**src/rtl/jt12_kon_wr_pkg.sv**
```systemverilog
// ----------------------------------------------------------------------------
// jt12_kon_wr_pkg
// Shared constants and helpers for the key-on write front end and the slot
// counter:
//   KON_REG        - CPU register address that carries key-on commands
//   kon_op_e       - slot operator encoding presented on next_op
//   channel helpers- valid code check, last code and successor per num_ch
//   rev_load       - revolution counter load value per num_ch
// ----------------------------------------------------------------------------
package jt12_kon_wr_pkg;

    localparam logic [7:0] KON_REG = 8'h28;

    // Slot order within one operator pass is S1, S3, S2, S4.
    typedef enum logic [1:0] {
        OP_S1 = 2'd0,
        OP_S3 = 2'd1,
        OP_S2 = 2'd2,
        OP_S4 = 2'd3
    } kon_op_e;

    localparam logic [2:0] CH_LAST_6  = 3'd6;
    localparam logic [2:0] CH_LAST_3  = 3'd2;
    localparam logic [4:0] REV_LOAD_6 = 5'd23;  // 24 slots per revolution
    localparam logic [4:0] REV_LOAD_3 = 5'd11;  // 12 slots per revolution

    function automatic logic [2:0] ch_last(input int unsigned num_ch);
        return (num_ch == 3) ? CH_LAST_3 : CH_LAST_6;
    endfunction

    function automatic logic [4:0] rev_load(input int unsigned num_ch);
        return (num_ch == 3) ? REV_LOAD_3 : REV_LOAD_6;
    endfunction

    // 6-ch codes are 0,1,2,4,5,6; 3-ch codes are 0,1,2.
    function automatic logic ch_valid(input logic [2:0] code, input int unsigned num_ch);
        if (num_ch == 3)
            return code <= CH_LAST_3;
        return (code != 3'd3) && (code != 3'd7);
    endfunction

    function automatic logic [2:0] ch_next(input logic [2:0] code, input int unsigned num_ch);
        if (code == ch_last(num_ch))
            return 3'd0;
        if (code == 3'd2)
            return 3'd4;   // code 3 is a hole in the channel map
        return code + 3'd1;
    endfunction

endpackage

```
**src/rtl/jt12_kon_slot.sv**
```systemverilog
// ----------------------------------------------------------------------------
// jt12_kon_slot
// Operator/channel slot counter. Advances one slot per enabled cycle; the
// channel code walks the valid code list and the operator steps at each wrap.
//   clk_i      in   system clock
//   rst_i      in   asynchronous active-high reset
//   clk_en_i   in   slot advance enable
//   next_op_o  out  current slot operator (0=S1, 1=S3, 2=S2, 3=S4)
//   next_ch_o  out  current slot channel code
// ----------------------------------------------------------------------------
import jt12_kon_wr_pkg::*;

module jt12_kon_slot #(
    parameter int unsigned num_ch = 6
) (
    input  logic       clk_i,
    input  logic       rst_i,
    input  logic       clk_en_i,
    output logic [1:0] next_op_o,
    output logic [2:0] next_ch_o
);

    kon_op_e    op_q, op_d;
    logic [2:0] ch_q, ch_d;

    always_comb begin
        op_d = op_q;
        ch_d = ch_q;
        if (clk_en_i) begin
            ch_d = ch_next(ch_q, num_ch);
            if (ch_q == ch_last(num_ch))
                op_d = kon_op_e'(op_q + 2'd1);
        end
    end

    always_ff @(posedge clk_i or posedge rst_i) begin
        if (rst_i) begin
            op_q <= OP_S1;
            ch_q <= '0;
        end else begin
            op_q <= op_d;
            ch_q <= ch_d;
        end
    end

    assign next_op_o = op_q;
    assign next_ch_o = ch_q;

endmodule

```
**src/rtl/jt12_kon_wr.sv**
```systemverilog
// ----------------------------------------------------------------------------
// jt12_kon_wr
// Key-on write front end. Decodes CPU writes to register 0x28, holds one
// pending request and presents the active request to the key-on block for
// exactly one slot revolution. Also owns the slot counter.
//   rst       in   asynchronous active-high reset
//   clk       in   system clock
//   clk_en    in   slot advance enable
//   wr        in   CPU write strobe (sampled every clk)
//   a0        in   0 = address write, 1 = data write
//   din       in   CPU write data
//   next_op   out  current slot operator
//   next_ch   out  current slot channel code
//   keyon_op  out  active request operator mask {S4,S3,S2,S1}
//   keyon_ch  out  active request channel code
//   up_keyon  out  active request valid
//   busy      out  request active or pending
//   lost      out  sticky: a pending request was overwritten
// ----------------------------------------------------------------------------
import jt12_kon_wr_pkg::*;

module jt12_kon_wr #(
    parameter int unsigned num_ch = 6
) (
    input  logic       rst,
    input  logic       clk,
    input  logic       clk_en,
    input  logic       wr,
    input  logic       a0,
    input  logic [7:0] din,
    output logic [1:0] next_op,
    output logic [2:0] next_ch,
    output logic [3:0] keyon_op,
    output logic [2:0] keyon_ch,
    output logic       up_keyon,
    output logic       busy,
    output logic       lost
);

    logic [7:0] addr_q, addr_d;
    logic       pend_v_q, pend_v_d;
    logic [3:0] pend_op_q, pend_op_d;
    logic [2:0] pend_ch_q, pend_ch_d;
    logic [3:0] act_op_q, act_op_d;
    logic [2:0] act_ch_q, act_ch_d;
    logic       up_q, up_d;
    logic [4:0] cnt_q, cnt_d;
    logic       lost_q, lost_d;

    logic       capture;
    logic       xfer;

    jt12_kon_slot #(
        .num_ch (num_ch)
    ) u_slot (
        .clk_i     (clk),
        .rst_i     (rst),
        .clk_en_i  (clk_en),
        .next_op_o (next_op),
        .next_ch_o (next_ch)
    );

    assign capture = wr & a0 & (addr_q == KON_REG) & ch_valid(din[2:0], num_ch);
    // Pending moves to active when the slot is free or the active request is
    // on its last enabled slot, so back-to-back requests leave no gap.
    assign xfer    = clk_en & pend_v_q & (~up_q | (cnt_q == '0));

    always_comb begin
        addr_d    = addr_q;
        pend_v_d  = pend_v_q;
        pend_op_d = pend_op_q;
        pend_ch_d = pend_ch_q;
        act_op_d  = act_op_q;
        act_ch_d  = act_ch_q;
        up_d      = up_q;
        cnt_d     = cnt_q;
        lost_d    = lost_q;

        if (wr && !a0)
            addr_d = din;

        if (clk_en && up_q) begin
            if (cnt_q == '0)
                up_d = 1'b0;
            else
                cnt_d = cnt_q - 5'd1;
        end

        // Transfer uses the old pending contents; a capture in the same cycle
        // refills the pending slot below without counting as a loss.
        if (xfer) begin
            act_op_d = pend_op_q;
            act_ch_d = pend_ch_q;
            up_d     = 1'b1;
            cnt_d    = rev_load(num_ch);
            pend_v_d = 1'b0;
        end

        if (capture) begin
            if (pend_v_q && !xfer)
                lost_d = 1'b1;
            pend_v_d  = 1'b1;
            pend_op_d = din[7:4];
            pend_ch_d = din[2:0];
        end
    end

    always_ff @(posedge clk or posedge rst) begin
        if (rst) begin
            addr_q    <= '0;
            pend_v_q  <= 1'b0;
            pend_op_q <= '0;
            pend_ch_q <= '0;
            act_op_q  <= '0;
            act_ch_q  <= '0;
            up_q      <= 1'b0;
            cnt_q     <= '0;
            lost_q    <= 1'b0;
        end else begin
            addr_q    <= addr_d;
            pend_v_q  <= pend_v_d;
            pend_op_q <= pend_op_d;
            pend_ch_q <= pend_ch_d;
            act_op_q  <= act_op_d;
            act_ch_q  <= act_ch_d;
            up_q      <= up_d;
            cnt_q     <= cnt_d;
            lost_q    <= lost_d;
        end
    end

    assign keyon_op = act_op_q;
    assign keyon_ch = act_ch_q;
    assign up_keyon = up_q;
    assign busy     = pend_v_q | up_q;
    assign lost     = lost_q;

endmodule

```
**config.mk**
```make
export PLATFORM = sky130hd
export DESIGN_NAME = jt12_kon_wr
export DESIGN_NICKNAME = d
export VERILOG_FILES = /design/src/rtl/jt12_kon_wr_pkg.sv /design/src/rtl/jt12_kon_slot.sv /design/src/rtl/jt12_kon_wr.sv
export SDC_FILE = /design/constraint.sdc
export NUM_CORES = 1
export LEC_CHECK = 0
export BUFFER_PORTS_ARGS = -buffer_cell sky130_fd_sc_hd__buf_2
export CAP_MARGIN = 10
export CORE_MARGIN = 2
export CORE_UTILIZATION = 45
export DETAILED_ROUTE_END_ITERATION = 10
export GPL_ROUTABILITY_DRIVEN = 0
export PLACE_DENSITY = 0.64
export SETUP_SLACK_MARGIN = 0.02
export SYNTH_ARGS = -nofsm -noshare
export SYNTH_HDL_FRONTEND = slang
export SYNTH_SLANG_ARGS = --single-unit
```
**constraint.sdc**
```tcl
create_clock -name clk -period 2.6 [get_ports clk]
set_input_delay 0.52 -clock clk [delete_from_list [all_inputs] [get_ports clk]]
set_output_delay 0.52 -clock clk [all_outputs]
set_load 0.01 [all_outputs]
```
* Word-level counts from Yosys, hierarchy flattened
Index checks and enable logic that the tools add are counted.
** Cells by class
- Add/sub/neg operators :: 3
- Eq/ne operators :: 6
- Mux-type cells :: 17
- Bitwise logic cells :: 8
- Reductions and logical operators :: 14
** Operator list (number)
- two-way mux 5 bit :: 3
- two-way mux 3 bit :: 4
- two-way mux 1 bit :: 10
- equality test 8 x 6 -> 1 bit (second input constant) :: 1
- AND reduction 2 bit :: 4
- nonzero test 2 bit :: 3
- AND 1 bit :: 5
- logical NOT 5 bit :: 1
- subtractor 5 x 1 -> 5 bit (second input constant) :: 1
- logical AND 1 bit :: 4
- adder 3 x 1 -> 3 bit (second input constant) :: 1
- equality test 3 x 2 -> 1 bit (second input constant) :: 1
- equality test 3 bit (second input constant) :: 1
- inequality test 3 x 2 -> 1 bit (second input constant) :: 1
- inequality test 3 bit (second input constant) :: 1
- adder 2 x 1 -> 2 bit (second input constant) :: 1
- logical NOT 1 bit :: 2
- inequality test 2 bit (second input constant) :: 1
- OR 1 bit :: 2
- NOT 1 bit :: 1
** Word-level totals
- Flip-flop bits (word level) :: 35
- Bits of input ports :: 13
- Output and inout port bits :: 15
- Logic and storage cells :: 59

* Depth between registers and ports, before layout
- Word-level depth :: 7
- Gate-level depth with buffers :: 5
- Gate-level depth less buffers :: 5

* Hierarchy
From an unflattened synthesis, not the netlist that was laid out.
** Unflattened totals
- Cell total of the unflattened synthesis :: 110
- Area total of the unflattened synthesis :: 1491.4 µm²
** Modules (own cells, without submodules)
- jt12_kon_wr :: instances 1, cells an instance 93, area each 1277.5 µm², seq. area each 750.7 µm²
- jt12_kon_slot :: instances 1, cells an instance 17, area each 214.0 µm², seq. area each 125.1 µm²

* Worst setup path before layout
No wires, ideal clock.
- Kind :: register to register
- Start :: register cnt_q[0]
- End :: register act_ch_q[0] (netlist: keyon_ch[0])
- Library setup time :: 125 ps
- Data arrival time :: 1731 ps
- Data required time :: 2475 ps
- Path slack :: 744 ps
- Cell stages (with the launch flop) :: 6
- Path buffers :: 0
- Clock period less this slack :: 1856 ps
- Cell sequence :: dfrtp_1 > inv_1 > ha_1 > or4b_4 > a21oi_4 > mux2_2
** Between the ends
- Cells in the longest elaborated chain, start to end :: 3
** Ends and longest elaborated chain
- start: declaration :: line jt12_kon_wr.sv:47 : logic [4:0] cnt_q, cnt_d;
- start signal: assignment :: line jt12_kon_wr.sv:127 : cnt_q <= cnt_d;
- logical NOT 5 bit :: line jt12_kon_wr.sv:66 : assign xfer = clk_en & pend_v_q & (~up_q | (cnt_q == '0));
- OR 1 bit :: line jt12_kon_wr.sv:66
- AND 1 bit :: line jt12_kon_wr.sv:66
- end signal: assignment :: line jt12_kon_wr.sv:125 : act_ch_q <= act_ch_d;
- end: declaration :: line jt12_kon_wr.sv:45 : logic [2:0] act_ch_q, act_ch_d;
No other way between the ends.
A chain may end at the register's enable or synchronous reset.

* Worst setup path after layout
- Start :: register cnt_q[0]
- End :: register act_op_q[3] (netlist: keyon_op[3])
** Between the ends
- Cells in the longest elaborated chain, start to end :: 3
** Ends and longest elaborated chain
- logical NOT 5 bit :: line jt12_kon_wr.sv:66
- OR 1 bit :: line jt12_kon_wr.sv:66
- AND 1 bit :: line jt12_kon_wr.sv:66
- end signal: assignment :: line jt12_kon_wr.sv:124 : act_op_q <= act_op_d;
- end: declaration :: line jt12_kon_wr.sv:44 : logic [3:0] act_op_q, act_op_d;
No other way between the ends.

==> impl_metrics.csv <==
group,metric,value,unit
critical_path,endpoint_kind,"register",
finish,fin_util,0.564,
floorplanning,die_area,0.00376,mm2
timing,holdWs,0.411,ns
timing,slew_violations,0,
critical_path,worstSetupStartpointType,"register",
timing,clock_skew,0.0107,ns
critical_path,r2r_cells,5,
clock_network,cts_buffer_depth,2,
placed_design,dpl.hpwl,1880,um
timing,finalCritPeriodShare,0.764,
routing,wl_met1,1230,um
synthesis,ys_seq_area_frac,0.592,
power_and_ir_drop,p_per_area,774,mW/mm2
critical_path,r2r_end,"keyon_op[3]",
power_and_ir_drop,swShare,0.315,
floorplanning,initial_utilization,0.480,
critical_path,crit_fanout,7,
hold_path,hold_end,"addr_q[3]",
critical_path,slowest_stage,"or4b_4",
global_routing,grt.overflow.total,0,
power_and_ir_drop,p_int,922,uW
critical_path,r2r_slack,0.61,ns
placed_design,portBuffers,27,
clock_network,cts.sinks,35,
routing,routed_wl,2590,um
timing,slew_headroom,0.698,
timing,worst_pin_slew,0.449,ns
timing,final-hold-violation-count,0,
synthesis,syn_area,0.00148,mm2
routing,drc,0,
timing,setup_viol,0,
critical_path,cp-startpoint,"cnt_q[0]",
clock_network,htreeDepth,2,
synthesis,ys.flop_type,"dfrtp_1",
hold_path,min_path_cells,2,
synthesis,synth_edf_count,0,
finish,drive_above_1_share,0.428,
finish,diodes,0,
floorplanning,die_h,61.3,um
clock_network,clock_latency,0.34,ns
synthesis,async_flop_share,1.00,
clock_network,clockRootBuffer,"clkbuf_4",
clock_network,path_clk_slew,0.11,ns
timing,rsz0062_at_grt,"no",
power_and_ir_drop,p_leak,0.867,nW
floorplanning,num_rows,20,
critical_path,critPathArrivalTime,2.22,ns
routing,via_per_inst,5.13,
clock_network,cts_tree,"done",
hold_path,worstHoldStart,"din[3]",
power_and_ir_drop,comb_power_share,0.239,
critical_path,crit_chain,"inv_1 > ha_1 > or4b_4 > a21oi_4 > mux2_2",
routing,drtIter0Drc,26,
routing,top_layer_used,"met4",
global_routing,grt_max_degree,34,
finish,area_growth,17.4,%
timing,max_freq,503,MHz
finish,num-nets-final,158,
global_routing,grtUsageTotal,0.156,
routing,routedWlPerCell,13.7,um
floorplanning,core,0.00308,mm2
critical_path,cp.required,2.83,ns
power_and_ir_drop,pwr-share-clk,0.215,
floorplanning,num_io_pins,28,
critical_path,max_stage_delay,0.52,ns
power_and_ir_drop,p_seq_frac,0.546,
global_routing,grt_pass1_vias,925,
power_and_ir_drop,max-vdd-ir-drop,0.000308,V
power_and_ir_drop,p_switching,423,uW
routing,first_pass_iters,4,
synthesis,syn_area_per_cell,13.4,um2
timing,finalSetupTns,0,ns
routing,antenna_left,0,
critical_path,r2r_start,"cnt_q[0]",
routing,wl_met3,114,um
hold_path,hold_path_class,"in2reg",
floorplanning,die_w,61.3,um
global_routing,grt_pass1_wl,4130,um
routing,vias,969,
synthesis,ys_seq_elements,35,
clock_network,post_cts_buffers,0,
timing,period_minus_slack,1.99,ns
routing,wl_met2,1200,um
synthesis,ys_types,31,
status,status,"completed",
critical_path,worstSetupPathType,"reg2reg",
synthesis,synthCells,110,
global_routing,grt_antenna_before_repair,0,
clock_network,numCtsBuffers,5,
job,max-cap-violations,0,
synthesis,synth_nets,124,
synthesis,yosys_warnings,0,
[power by group through the flow]
stage | Clock (mW) | Combinational, mW | Sequential [mW]
6_report | 0.290 | 0.321 | 0.734
4_1_cts | 0.300 | 0.326 | 0.734
5_1_grt | 0.330 | 0.359 | 0.749
3_5_place_dp | 0 | 0.324 | 0.745
3_3_place_gp | 0 | 0.313 | 0.737
2_1_floorplan | 0 | 0.221 | 0.745
[state kept, by name (all words and copies together) (netlist names)]
name and flops:
addr_q 8, cnt_q 5, keyon_op 4, pend_op_q 4, keyon_ch 3, pend_ch_q 3
u_slot.next_ch_o 3, u_slot.next_op_o 2, lost 1, pend_v_q 1, up_keyon 1
[metal layers]
layer,global-route usage,vias up
met2,0.243,22
met5,0,-
met1,0.192,481
li1,-,459
met3,0.0567,7
met4,0.0745,0
[cell usage after synthesis, types with 2 or more instances]
master     n  share of area
a21oi_1    2         0.0068
clkbuf_1   2         0.0051
dfrtp_1   35           0.59
inv_1      5          0.013
mux2_2    23           0.18
mux2i_1    3          0.020
nand2_1    8          0.020
nand3_1    2         0.0068
nor2_1     3         0.0076
nor2b_1    2         0.0085
nor4bb_1   2          0.014
o21ai_0    2         0.0068
o22a_1     2          0.012
xnor2_1    2          0.012
[critical path, delay by kind of cell, from the launching register on]
kind                       cells  cell delay, ns
muxes                          1            0.37
AOI/OAI and AO/OA              1            0.29
buffers and inverters          1            0.07
DFF                            1            0.42
and+or+nand+nor                1            0.52
adders and majority gates      1            0.23
[repair_timing]
| action | 4_1_cts | 5_1_grt |
|---|---|---|
| gates resized for setup | 0 | 0 |
| hold buffers | 0 | 1 |
| endpoints found under the setup margin | 0 | 0 |
| endpoints found under the hold margin | 0 | 2 |
[layout by cell type, fill, tap and decap left out, drive strengths merged, types with 2 or more instances in the layout]
cell / count
nand2: 8
buf: 28
nor2b: 2
o22a: 2
clkbuf: 5
nor4bb: 2
clkinvlp: 2
o21ai: 2
mux2i: 3
nor2: 3
inv: 5
dfrtp: 35
mux2: 23
a21oi: 3
xnor2: 2
nand3: 2
[layout make-up]
| class | count | area, um2 |
|---|---|---|
| Clock buffer | 5 | 37.5 |
| Clock inverter | 3 | 20.0 |
| Fill cell | 282 | 1340 |
| Inverter | 5 | 18.8 |
| Multi-Input combinational cell | 68 | 577 |
| Sequential cell | 35 | 876 |
| Tap cell | 44 | 55.1 |
| Timing Repair Buffer | 29 | 153 |
[logic make-up after synthesis]
logic type | Yosys count | synth area share
flops | 35 | 0.592
mux | 26 | 0.195
simple gates | 25 | 0.102
compound gates | 13 | 0.0660
buf+inv | 7 | 0.0178
xor+xnor | 3 | 0.0178
fa+ha+maj | 1 | 0.00846
[through the flow]
step	power (mW)	instances	instance area [um2]	setup slack [ns]
final	1.34	189	1740	0.613
after global routing	1.44	189	1740	0.519
after CTS	1.36	188	1730	0.590
after detailed placement	1.07	180	1670	0.592
after global placement	1.05	180	1670	0.673
after floorplan	0.966	110	1480	0.744
[worst max path at each step]
stage,to,slack (ns),depth (start not counted)
floorplan,keyon_ch[0],0.74,5
detailed placement,keyon_op[3],0.59,5
CTS,keyon_op[3],0.59,5
global route,keyon_op[3],0.52,5
finish,keyon_op[3],0.61,5
global placement,keyon_op[2],0.67,5
No activity file was read; power rests on OpenSTA's default activity.
